<file path="src/rtl/xfmat2axivideo_tx_if.sv">
// Stream-side bundle of the xf::Mat to AXI4-Stream video transmitter.
//  FIFO read side : src_dout, src_empty_n (FWFT head) in; src_read (pop) out
//  AXI4-Stream    : m_axis_tdata/tvalid/tuser/tlast out; m_axis_tready in
// The master modport is the transmitter view; slave is the environment view.
interface xfmat2axivideo_tx_if #(
    parameter int unsigned DATA_W = 8
) ();
    logic [DATA_W-1:0] src_dout;
    logic              src_empty_n;
    logic              src_read;
    logic [DATA_W-1:0] m_axis_tdata;
    logic              m_axis_tvalid;
    logic              m_axis_tready;
    logic              m_axis_tuser;
    logic              m_axis_tlast;

    modport master (
        input  src_dout, src_empty_n, m_axis_tready,
        output src_read, m_axis_tdata, m_axis_tvalid, m_axis_tuser, m_axis_tlast
    );

    modport slave (
        output src_dout, src_empty_n, m_axis_tready,
        input  src_read, m_axis_tdata, m_axis_tvalid, m_axis_tuser, m_axis_tlast
    );
endinterface

</file>
<file path="src/rtl/xfmat2axivideo_tx.sv">
// Drains an FWFT pixel FIFO and emits one frame as AXI4-Stream video
// (tuser = start of frame, tlast = end of line), started by ap_ctrl_hs.
//  clock, reset        : rising-edge clock, synchronous active-high reset
//  ap_start/ap_idle/ap_ready/ap_done : frame-level block handshake
//  rows, cols          : frame size, latched when the frame starts
//  bus (master)        : FIFO read side and AXI4-Stream master
//  axis_block          : combinational, beat stalled by downstream
//  src_block           : combinational, pixels still owed but FIFO empty
module xfmat2axivideo_tx #(
    parameter int unsigned DATA_W = 8,
    parameter int unsigned CNT_W  = 10
) (
    input  logic                clock,
    input  logic                reset,
    input  logic                ap_start,
    output logic                ap_idle,
    output logic                ap_ready,
    output logic                ap_done,
    input  logic [CNT_W-1:0]    rows,
    input  logic [CNT_W-1:0]    cols,
    xfmat2axivideo_tx_if.master bus,
    output logic                axis_block,
    output logic                src_block
);

    typedef enum logic [1:0] {
        S_IDLE   = 2'd0,
        S_STREAM = 2'd1,
        S_DONE   = 2'd2
    } state_t;

    state_t            state;
    state_t            state_nxt;

    logic [CNT_W-1:0]  rows_r;
    logic [CNT_W-1:0]  cols_r;
    logic [CNT_W-1:0]  row_q;
    logic [CNT_W-1:0]  col_q;
    logic              fetch_left;
    logic [DATA_W-1:0] tdata_q;
    logic              tvalid_q;
    logic              tuser_q;
    logic              tlast_q;

    logic              start_go;
    logic              load;
    logic              col_last;
    logic              row_last;

    assign col_last = (col_q == cols_r - CNT_W'(1));
    assign row_last = (row_q == rows_r - CNT_W'(1));

    // State register
    always_ff @(posedge clock) begin
        if (reset) begin
            state <= S_IDLE;
        end else begin
            state <= state_nxt;
        end
    end

    // Next state; once fetching is finished the held beat is the frame's last one
    always_comb begin
        state_nxt = state;
        case (state)
            S_IDLE: begin
                if (ap_start) begin
                    state_nxt = ((rows == CNT_W'(0)) || (cols == CNT_W'(0))) ? S_DONE : S_STREAM;
                end
            end
            S_STREAM: begin
                if (!fetch_left && tvalid_q && bus.m_axis_tready) begin
                    state_nxt = S_DONE;
                end
            end
            S_DONE:  state_nxt = S_IDLE;
            default: state_nxt = S_IDLE;
        endcase
    end

    // Control outputs and register-slice load decode
    always_comb begin
        ap_idle    = 1'b0;
        ap_done    = 1'b0;
        ap_ready   = 1'b0;
        start_go   = 1'b0;
        load       = 1'b0;
        axis_block = 1'b0;
        src_block  = 1'b0;
        case (state)
            S_IDLE: begin
                ap_idle  = 1'b1;
                start_go = ap_start;
            end
            S_STREAM: begin
                load      = fetch_left && bus.src_empty_n && (!tvalid_q || bus.m_axis_tready);
                src_block = fetch_left && !bus.src_empty_n;
            end
            S_DONE: begin
                ap_done  = 1'b1;
                ap_ready = 1'b1;
            end
            default: ;
        endcase
        axis_block   = tvalid_q && !bus.m_axis_tready;
        bus.src_read = load;
    end

    // Frame counters and the single output register slice
    always_ff @(posedge clock) begin
        if (reset) begin
            rows_r     <= '0;
            cols_r     <= '0;
            row_q      <= '0;
            col_q      <= '0;
            fetch_left <= 1'b0;
            tdata_q    <= '0;
            tvalid_q   <= 1'b0;
            tuser_q    <= 1'b0;
            tlast_q    <= 1'b0;
        end else begin
            if (start_go) begin
                rows_r     <= rows;
                cols_r     <= cols;
                row_q      <= '0;
                col_q      <= '0;
                fetch_left <= (rows != CNT_W'(0)) && (cols != CNT_W'(0));
            end
            if (load) begin
                tdata_q  <= bus.src_dout;
                tuser_q  <= (row_q == CNT_W'(0)) && (col_q == CNT_W'(0));
                tlast_q  <= col_last;
                tvalid_q <= 1'b1;
                if (col_last) begin
                    col_q <= '0;
                    row_q <= row_q + CNT_W'(1);
                    if (row_last) begin
                        fetch_left <= 1'b0;
                    end
                end else begin
                    col_q <= col_q + CNT_W'(1);
                end
            end else if (bus.m_axis_tready) begin
                tvalid_q <= 1'b0;
            end
        end
    end

    assign bus.m_axis_tdata  = tdata_q;
    assign bus.m_axis_tvalid = tvalid_q;
    assign bus.m_axis_tuser  = tuser_q;
    assign bus.m_axis_tlast  = tlast_q;

endmodule

</file>
<file path="src/flat_wrapper.sv">
// flat-port wrapper written by rule: the top's interface ports become plain ports
module xfmat2axivideo_tx_flat 
#(
    parameter int unsigned DATA_W = 8,
    parameter int unsigned CNT_W  = 10
)
  (clock, reset, ap_start, ap_idle, ap_ready, ap_done, rows, cols, axis_block, src_block, bus_src_dout, bus_src_empty_n, bus_m_axis_tready, bus_src_read, bus_m_axis_tdata, bus_m_axis_tvalid, bus_m_axis_tuser, bus_m_axis_tlast);
  xfmat2axivideo_tx_if #(.DATA_W(DATA_W)) bus_i ();
  input  logic clock;
  input  logic reset;
  input  logic ap_start;
  output logic ap_idle;
  output logic ap_ready;
  output logic ap_done;
  input  logic [CNT_W-1:0] rows;
  input  logic [CNT_W-1:0] cols;
  output logic axis_block;
  output logic src_block;
  input wire logic [$bits(bus_i.src_dout)-1:0] bus_src_dout;
  input wire logic [$bits(bus_i.src_empty_n)-1:0] bus_src_empty_n;
  input wire logic [$bits(bus_i.m_axis_tready)-1:0] bus_m_axis_tready;
  output wire logic [$bits(bus_i.src_read)-1:0] bus_src_read;
  output wire logic [$bits(bus_i.m_axis_tdata)-1:0] bus_m_axis_tdata;
  output wire logic [$bits(bus_i.m_axis_tvalid)-1:0] bus_m_axis_tvalid;
  output wire logic [$bits(bus_i.m_axis_tuser)-1:0] bus_m_axis_tuser;
  output wire logic [$bits(bus_i.m_axis_tlast)-1:0] bus_m_axis_tlast;
  assign bus_i.src_dout = bus_src_dout;
  assign bus_i.src_empty_n = bus_src_empty_n;
  assign bus_i.m_axis_tready = bus_m_axis_tready;
  assign bus_src_read = bus_i.src_read;
  assign bus_m_axis_tdata = bus_i.m_axis_tdata;
  assign bus_m_axis_tvalid = bus_i.m_axis_tvalid;
  assign bus_m_axis_tuser = bus_i.m_axis_tuser;
  assign bus_m_axis_tlast = bus_i.m_axis_tlast;
  xfmat2axivideo_tx #(.DATA_W(DATA_W), .CNT_W(CNT_W)) u_core (.clock(clock), .reset(reset), .ap_start(ap_start), .ap_idle(ap_idle), .ap_ready(ap_ready), .ap_done(ap_done), .rows(rows), .cols(cols), .bus(bus_i), .axis_block(axis_block), .src_block(src_block));
endmodule
</file>
<file path="config.mk">
export PLATFORM = sky130hd
export DESIGN_NAME = xfmat2axivideo_tx_flat
export DESIGN_NICKNAME = d
export VERILOG_FILES = /design/src/rtl/xfmat2axivideo_tx_if.sv /design/src/rtl/xfmat2axivideo_tx.sv /design/src/flat_wrapper.sv
export SDC_FILE = /design/constraint.sdc
export NUM_CORES = 1
export LEC_CHECK = 0
export CORE_MARGIN = 1.5
export CORE_UTILIZATION = 40
export CTS_BUF_LIST = sky130_fd_sc_hd__clkbuf_8
export CTS_CLUSTER_DIAMETER = 200
export DETAILED_ROUTE_END_ITERATION = 10
export PLACE_DENSITY_LB_ADDON = 0.1
export SYNTH_ARGS = -nofsm -noshare
export SYNTH_HDL_FRONTEND = slang
export SYNTH_SLANG_ARGS = --single-unit
</file>
<file path="constraint.sdc">
create_clock -name clock -period 3.5 [get_ports clock]
set_clock_uncertainty 0.05 [all_clocks]
set_input_delay 0.525 -clock clock [delete_from_list [all_inputs] [get_ports clock]]
set_output_delay 0.525 -clock clock [all_outputs]
set_load 0.05 [all_outputs]
</file>
Word-level counts from Yosys, hierarchy flattened
Index checks and enable logic that the tools add are counted.

Bits of input ports: 33. Bits in registers: 54.

Mux-type cells: 21. Reduce and logical (&&, ||, !) cells: 24. Eq/ne operators: 6. $add $sub $neg: 4.

Operator list (number): $mux W10 (6); $logic_not A10 Y1 (4); $add A10 B1 Y10 const B (2); $eq A10 B10 Y1 (2); $reduce_bool A10 Y1 (2); $sub A10 B1 Y10 const B (2); $mux W1 (11); $logic_and A1 B1 Y1 (8); $mux W2 (3); $logic_not A1 Y1 (4); $pmux W2 S2 (1); $reduce_bool A2 Y1 (2); $eq A2 B1 Y1 const B (1); $eq A2 B2 Y1 const B (1); $logic_not A2 Y1 (1); $logic_or A1 B1 Y1 (2); $ne A2 B1 Y1 const B (1); $ne A2 B2 Y1 const B (1); $reduce_and A2 Y1 (1).

Logic depth before layout (Yosys ltp)
Gate-level depths: netlist (run 1).

Depth after elaboration: 6. Mapped depth: 10.

Worst setup path after synthesis (run 1)
No wires, ideal clock.

Path type: reg2reg. Start: register u_core.cols_r[2]. End: register u_core.row_q[0]. Arrival: 2321 ps. Cell stages (with the launch flop): 9. Clock period less this slack: 2458 ps. Buffers on the path: 1. Setup time: 87 ps. Data required time: 3363 ps. Setup slack: 1042 ps. Cells stage by stage: dfxtp_1 -> buf_2 -> or4_4 -> or4b_1 -> and3_1 -> nor4_2 -> nand3_1 -> or3_1 -> o31ai_1.

Longest elaborated chain between the ends: 4.

RTL lines: start: declaration (RTL line xfmat2axivideo_tx.sv:36) `logic [CNT_W-1:0] cols_r;`; start signal: assignment (RTL line xfmat2axivideo_tx.sv:124) `cols_r <= cols;`; $sub A10 B1 Y10 (RTL line xfmat2axivideo_tx.sv:50) `assign col_last = (col_q == cols_r - CNT_W'(1));`; $eq A10 B10 Y1 (RTL line xfmat2axivideo_tx.sv:50); $mux W10 (RTL line xfmat2axivideo_tx.sv:134) `if (col_last) begin`; $mux W10 (RTL line xfmat2axivideo_tx.sv:129) `if (load) begin`; end signal: assignment (RTL line xfmat2axivideo_tx.sv:136) `row_q <= row_q + CNT_W'(1);`; end: declaration (RTL line xfmat2axivideo_tx.sv:37) `logic [CNT_W-1:0] row_q;`.

Every way passes these cells. A chain may end at the register's enable or synchronous reset.

Final worst setup path (run 1)
Start: register u_core.cols_r[0]. End: register u_core.col_q[4].

Longest elaborated chain between the ends: 4.

RTL lines: $sub A10 B1 Y10 (RTL line xfmat2axivideo_tx.sv:50); $eq A10 B10 Y1 (RTL line xfmat2axivideo_tx.sv:50); $mux W10 (RTL line xfmat2axivideo_tx.sv:134); $mux W10 (RTL line xfmat2axivideo_tx.sv:129); end signal: assignment (RTL line xfmat2axivideo_tx.sv:141) `col_q <= col_q + CNT_W'(1);`; end: declaration (RTL line xfmat2axivideo_tx.sv:38) `logic [CNT_W-1:0] col_q;`.

Every way passes these cells.

==> flow_summary.yaml, run 1 <==
synthesis:
  synth.area.top_cells: "dfxtp_1, nand2_1, a21oi_1"
  yosys_register_bits: 54
  yosys_warnings: 0
  ys_types: 49
  syn_area_um2: 3022
  yosysTopAreaCellShare_pct: 35.78
  syn_inst: 402
  yosysSeqAreaShare_pct: 35.78
  ys.flop_type: "dfxtp_1"
  synth_nets: 441
  synth_edf_count: 0
  ys_async_sr_fraction_pct: 0
  synth_top_cell_by_area: "dfxtp_1"
  ys_top_cells_by_count: "nand2_1, dfxtp_1, a21oi_1"
  yosysMostFrequentCell: "nand2_1"
  syn-mean-instance-area_um2: 7.517
timing:
  finalHoldViolCount: 0
  drv_slew: 0
  tns_ps: 0
  fin_ws_ps: 782.4
  fmax_mhz: 368.0
  relSlewSlack_pct: 54.99
  period_needed_ps: 2718
  tightest_slew_ps: 666.4
  timing.final.crit_share_pct: 77.65
  rsz0062_at_grt: "no"
  setup_viol: 0
clocking:
  ctsLongestPathBuffers: 2
  clkTransAtPathRegs_ps: 90
  htreeDepth: 2
  post_cts_buffers: 0
  clock_sinks: 54
  clockRootBuffer: "clkbuf_8"
  post_cts_resized: 0
  clk_latency_ps: 300
  cts_buffers: 5
  cts_hold_buf: 0
  cts_tree: "built"
critical_path:
  crit_fanout: 11
  required_ps: 3650
  crit_path_top_delay_cell: "or4_4"
  slowest_delay_ps: 550
  crit_arrival_ps: 2860
  r2r_cells: 7
  start_kind: "register"
  crit_type: "register to register"
  endpoint_kind: "register"
  path_cells: "or4_4 -> or4b_1 -> and3_1 -> nor4_2 -> and3_2 -> or3_1 -> nor2_1"
finish:
  layout-drive-gt1-share_pct: 4.566
  synthToLayoutAreaGrowth_pct: 21.08
  fill_cells: 749
  fin_nets: 476
  diodes: 0
power_and_ir_drop:
  ir_drop_uv: 161.8
  power_leakage_nw: 1.332
  powerDensity_nw_per_um2: 352.3
outcome:
  status: "completed"
route:
  num_vias: 2853
  wirelength_mm: 7.530
  drc: 0
  vias_per_cell: 5.313
  drtPass1Iterations: 4
  antenna_left: 0
  drtIter0Drc: 156
  wire_per_inst_um: 14.02
placement:
  gp_congestion: 0.8419
  hpwl_mm: 5.565
  dpl_worst_slack_ps: 663.0
  io_buffers: 49
global_routing:
  grt_usage_pct: 18.47
  grt_pass1_wl_mm: 12.35
  grt_overflow: 0
  antenna_found_initial: 0
  grt_max_degree: 37
  grt_pass1_vias: 2604
min_path:
  hold_path_depth: 2
  min-delay-path-class: "register to register"
floorplan:
  die_y_um: 89.92
  die_area_um2: 8085
  die_x_um: 89.92
  start_util_pct: 41.44
  coreArea_um2: 7292
  rows: 31
  io_pins: 50
flow_run:
  cap_violations: 0
## routing by layer
layer  GRT usage, %  routed length, um
met4          3.704                 46
met5              0                  0
met2          28.24               3132
met3          4.653                424
met1          26.34               3926
## placed cells by master (no fill, tap or decap), drive strengths merged, types with 6 or more instances in the layout
cell type / synthesis / routed
and3: 8 / 8
xnor2: 13 / 13
a21oi: 39 / 39
buf: 6 / 7
nor3b: 7 / 7
nand2: 76 / 76
nor2: 26 / 26
inv: 10 / 11
nand3: 18 / 18
nor4: 11 / 11
o21ai: 17 / 17
xor2: 17 / 17
nor3: 13 / 13
nand2b: 13 / 13
dfxtp: 54 / 54
ha: 6 / 6
clkbuf: 20 / 6
clkdlybuf4s50: 0 / 47
## worst max-delay path, delay by kind of cell (launching register included)
kind	cells	cell delay [ps]
AND/OR/NAND/NOR	7	2180
flip-flops	1	380
## path summary, 6_finish.rpt
kind,from,end,slack [ps]
setup / recovery,u_core.cols_r[0],u_core.col_q[4],780
hold / removal,u_core.bus.m_axis_tdata[7],u_core.bus.m_axis_tdata[7],410
setup reg to reg,u_core.cols_r[0],u_core.col_q[4],780
hold reg to reg,u_core.bus.m_axis_tdata[7],u_core.bus.m_axis_tdata[7],410
## report_power, final
| part | internal (mW) | total, mW | switching [mW] |
|---|---|---|---|
| clock network | 0.157 | 0.356 | 0.199 |
| logic | 0.124 | 0.267 | 0.143 |
| registers | 0.636 | 0.666 | 0.0303 |
## sequential cells by signal, indices dropped and copies added, names as in the netlist
register / count
u_core.col_q: 10
u_core.cols_r: 10
u_core.row_q: 10
u_core.bus.m_axis_tlast: 1
u_core.bus.m_axis_tdata: 8
u_core.fetch_left: 1
u_core.bus.m_axis_tuser: 1
u_core.bus.m_axis_tvalid: 1
u_core.state: 2
u_core.rows_r: 10
## through the flow
stage               cells  util [%]  area [um2]  power, mW  hold slack [ps]
finish                537     50.17        3659      1.289            408.1
global route          537     50.17        3659      1.360            448.9
CTS                   537     50.17        3659      1.306            417.2
detailed placement    529     48.92        3567     0.9472            402.4
global placement      529     48.92        3567     0.9456            392.6
floorplan             402         -        3022     0.8570            398.8
## kinds of logic (layout without fill, tap and decap cells)
family | after synthesis | after routing | share of synthesized area (%)
flip-flops | 54 | 54 | 35.78
adder cells (fa/ha/maj) | 6 | 6 | 2.484
multiplexers | 1 | 1 | 0.3726
AND/OR/NAND/NOR | 197 | 197 | 32.67
XOR/XNOR | 30 | 30 | 8.696
buffers and inverters | 36 | 72 | 4.928
AO/OA/AOI/OAI | 78 | 78 | 15.07
## layout make-up
cell class / count / area [um2] / share of cell area (%)
clock buffers: 6 / 82.58 / 2.257
well taps: 99 / 123.9 / 3.386
clock inverters: 2 / 8.758 / 0.2394
inverters: 10 / 37.54 / 1.026
multi-input cells: 312 / 1792 / 48.97
repair buffers: 54 / 533.0 / 14.57
flip-flops and latches: 54 / 1081 / 29.55
No activity file was read; power rests on OpenSTA's default activity.
==> inputs of run 2 (changes only) <==
==> constraint.sdc (replaced) <==
create_clock -name clock -period 2.4 [get_ports clock]
set_clock_uncertainty 0.05 [all_clocks]
set_input_delay 0.36 -clock clock [delete_from_list [all_inputs] [get_ports clock]]
set_output_delay 0.36 -clock clock [all_outputs]
set_load 0.05 [all_outputs]
==> run 2 against run 1 <==
Against the previous run: largest power group unchanged; combinational power rose by 63%; sequential power grew 45%; final area rose by 4.9%; clock-buffer cell count stayed put; fmax grew 14%.
==> flow_summary.yaml, run 2 (synthesis gave the netlist of run 1 again) <==
floorplan:
  die_x_um: 89.92
  start_util_pct: 41.44
  die_area_um2: 8085
  io_pins: 50
  die_y_um: 89.92
  rows: 31
  coreArea_um2: 7292
clocking:
  clockRootBuffer: "clkbuf_8"
  cts_hold_buf: 0
  ctsLongestPathBuffers: 2
  cts_tree: "built"
  clkTransAtPathRegs_ps: 110
  clock_sinks: 54
  cts_buffers: 5
  htreeDepth: 2
  clk_latency_ps: 310
power_and_ir_drop:
  p_sw_mw: 0.5865
  powerDensity_nw_per_um2: 537.4
  seq_power_share_pct: 46.8
  clkPwrFrac_pct: 32.1
  comb_power_share_pct: 21.1
  power_leakage_nw: 1.418
  ir_drop_uv: 254.5
  switching_share_pct: 28.45
  intPower_mw: 1.475
critical_path:
  slowest_delay_ps: 520
  endpoint_kind: "register"
  rrSetupSlack_ps: 20
  cp.depth: 7
  r2r_cells: 7
  crit_path_top_delay_cell: "or4_4"
  worst-path-buf-inv: 0
  crit_family: "simple AND/OR/NAND/NOR gates"
  crit_type: "register to register"
  crit_fanout: 3
  crit_arrival_ps: 2550
  start_kind: "register"
  required_ps: 2580
  path_cells: "or4_4 -> or4b_1 -> and3_4 -> nor4_4 -> nand3_2 -> or3_1 -> o31ai_1"
finish:
  final_common_cell: "nand2_1"
  stdcell_area_um2: 3836
  fin_nets: 490
  diodes: 0
  final_cell_count_no_fill: 551
  post-route-util_pct: 52.61
  fill_cells: 741
  synthToLayoutAreaGrowth_pct: 26.96
  most-common-layout-cells: "nand2_1, dfxtp_1, clkdlybuf4s50_1, a21oi_1, nor2_1"
  layout-drive-gt1-share_pct: 10.18
timing:
  finalHoldViolCount: 0
  setup_viol: 0
  tightest_slew_ps: 518.5
  fmax_mhz: 420.9
  timing.final.crit_share_pct: 99.00
  fin_ws_ps: 24.02
  drv_slew: 0
  rsz0062_at_grt: "yes"
  period_needed_ps: 2376
  relSlewSlack_pct: 65.32
global_routing:
  grt_usage_pct: 19.21
  antenna_found_initial: 0
  grt_pass1_vias: 2783
  grt_overflow: 0
  grt_max_degree: 39
  grt_pass1_wl_mm: 12.75
outcome:
  status: "completed"
route:
  vias_per_cell: 5.379
  antenna_left: 0
  wire_per_inst_um: 13.86
  drc: 0
  num_vias: 2964
  drtPass1Iterations: 4
  drtIter0Drc: 144
  wirelength_mm: 7.639
flow_run:
  cap_violations: 0
placement:
  dpl_cell_area_um2: 3677
  hpwl_mm: 5.732
  dp_cells: 542
  dpl_worst_slack_ps: -114.0
  io_buffers: 49
  gp_congestion: 0.8039
min_path:
  min-delay-path-class: "input pin to register"
  hold_path_depth: 2
run 2: changes by cell type in the layout (fill, tap and decap cells not counted), moves of 2 or more:
cell	change
nor2_1	-2
buf_4	+15
o21ai_1	+4
and3_4	+2
clkdlybuf4s50_1	-2
nor2_2	+2
o21ai_0	-4
run 2: per-stage QoR:
| step | power [mW] | hold slack, ps | TNS, ps |
|---|---|---|---|
| after floorplan | 1.261 | 398.8 | -41.52 |
| after global placement | 1.408 | 391.2 | -992.9 |
| after detailed placement | 1.413 | 398.3 | -1302 |
| after CTS | 2.074 | 382.4 | 0 |
| after global routing | 2.166 | 423.2 | -790.6 |
| final | 2.062 | 390.8 | 0 |
run 2: repair_timing:
action                                  4_1_cts  5_1_grt
setup buffers                                 0        1
pin swaps                                     3        5
gates resized for setup                       4        9
endpoints found under the setup margin       17       19
run 2: final timing paths:
kind                         startpoint                          to
max                    u_core.cols_r[0]             u_core.row_q[0]
min                               reset             u_core.row_q[1]
max reg2reg            u_core.cols_r[0]             u_core.row_q[0]
min reg2reg  u_core.bus.m_axis_tdata[4]  u_core.bus.m_axis_tdata[4]
run 2: cell type report:
| type | instances | area (um2) | area share [%] |
|---|---|---|---|
| Clock buffer | 6 | 82.58 | 2.153 |
| Clock inverter | 2 | 38.79 | 1.011 |
| Inverter | 10 | 37.54 | 0.9785 |
| Multi-Input combinational cell | 312 | 1834 | 47.81 |
| Sequential cell | 54 | 1082 | 28.21 |
| Tap cell | 99 | 123.9 | 3.229 |
| Timing Repair Buffer | 68 | 636.9 | 16.60 |
run 2: worst register-to-register path: stages, from the launching register on:
cell     delay, ps
dfxtp_2        330
or4_4          520
or4b_1         500
and3_4         170
nor4_4         180
nand3_2        130
or3_1          320
o31ai_1         70
run 2: metal layers:
metal  up-vias  GRT usage, %  part of all wire [%]
met5         -             0                     0
li1       1498             -                     -
met2        94         30.85                    43
met1      1358         26.28                    49
met4         0         4.630                   1.2
met3        14         4.230                   6.4
run 2: power by group through the flow:
| stage | sequential, mW | combinational (mW) | clock, mW |
|---|---|---|---|
| finish | 0.965 | 0.435 | 0.662 |
| global route | 0.970 | 0.481 | 0.714 |
| CTS | 0.963 | 0.433 | 0.678 |
| detailed placement | 0.984 | 0.429 | 0 |
| global placement | 0.983 | 0.425 | 0 |
| floorplan | 0.987 | 0.274 | 0 |
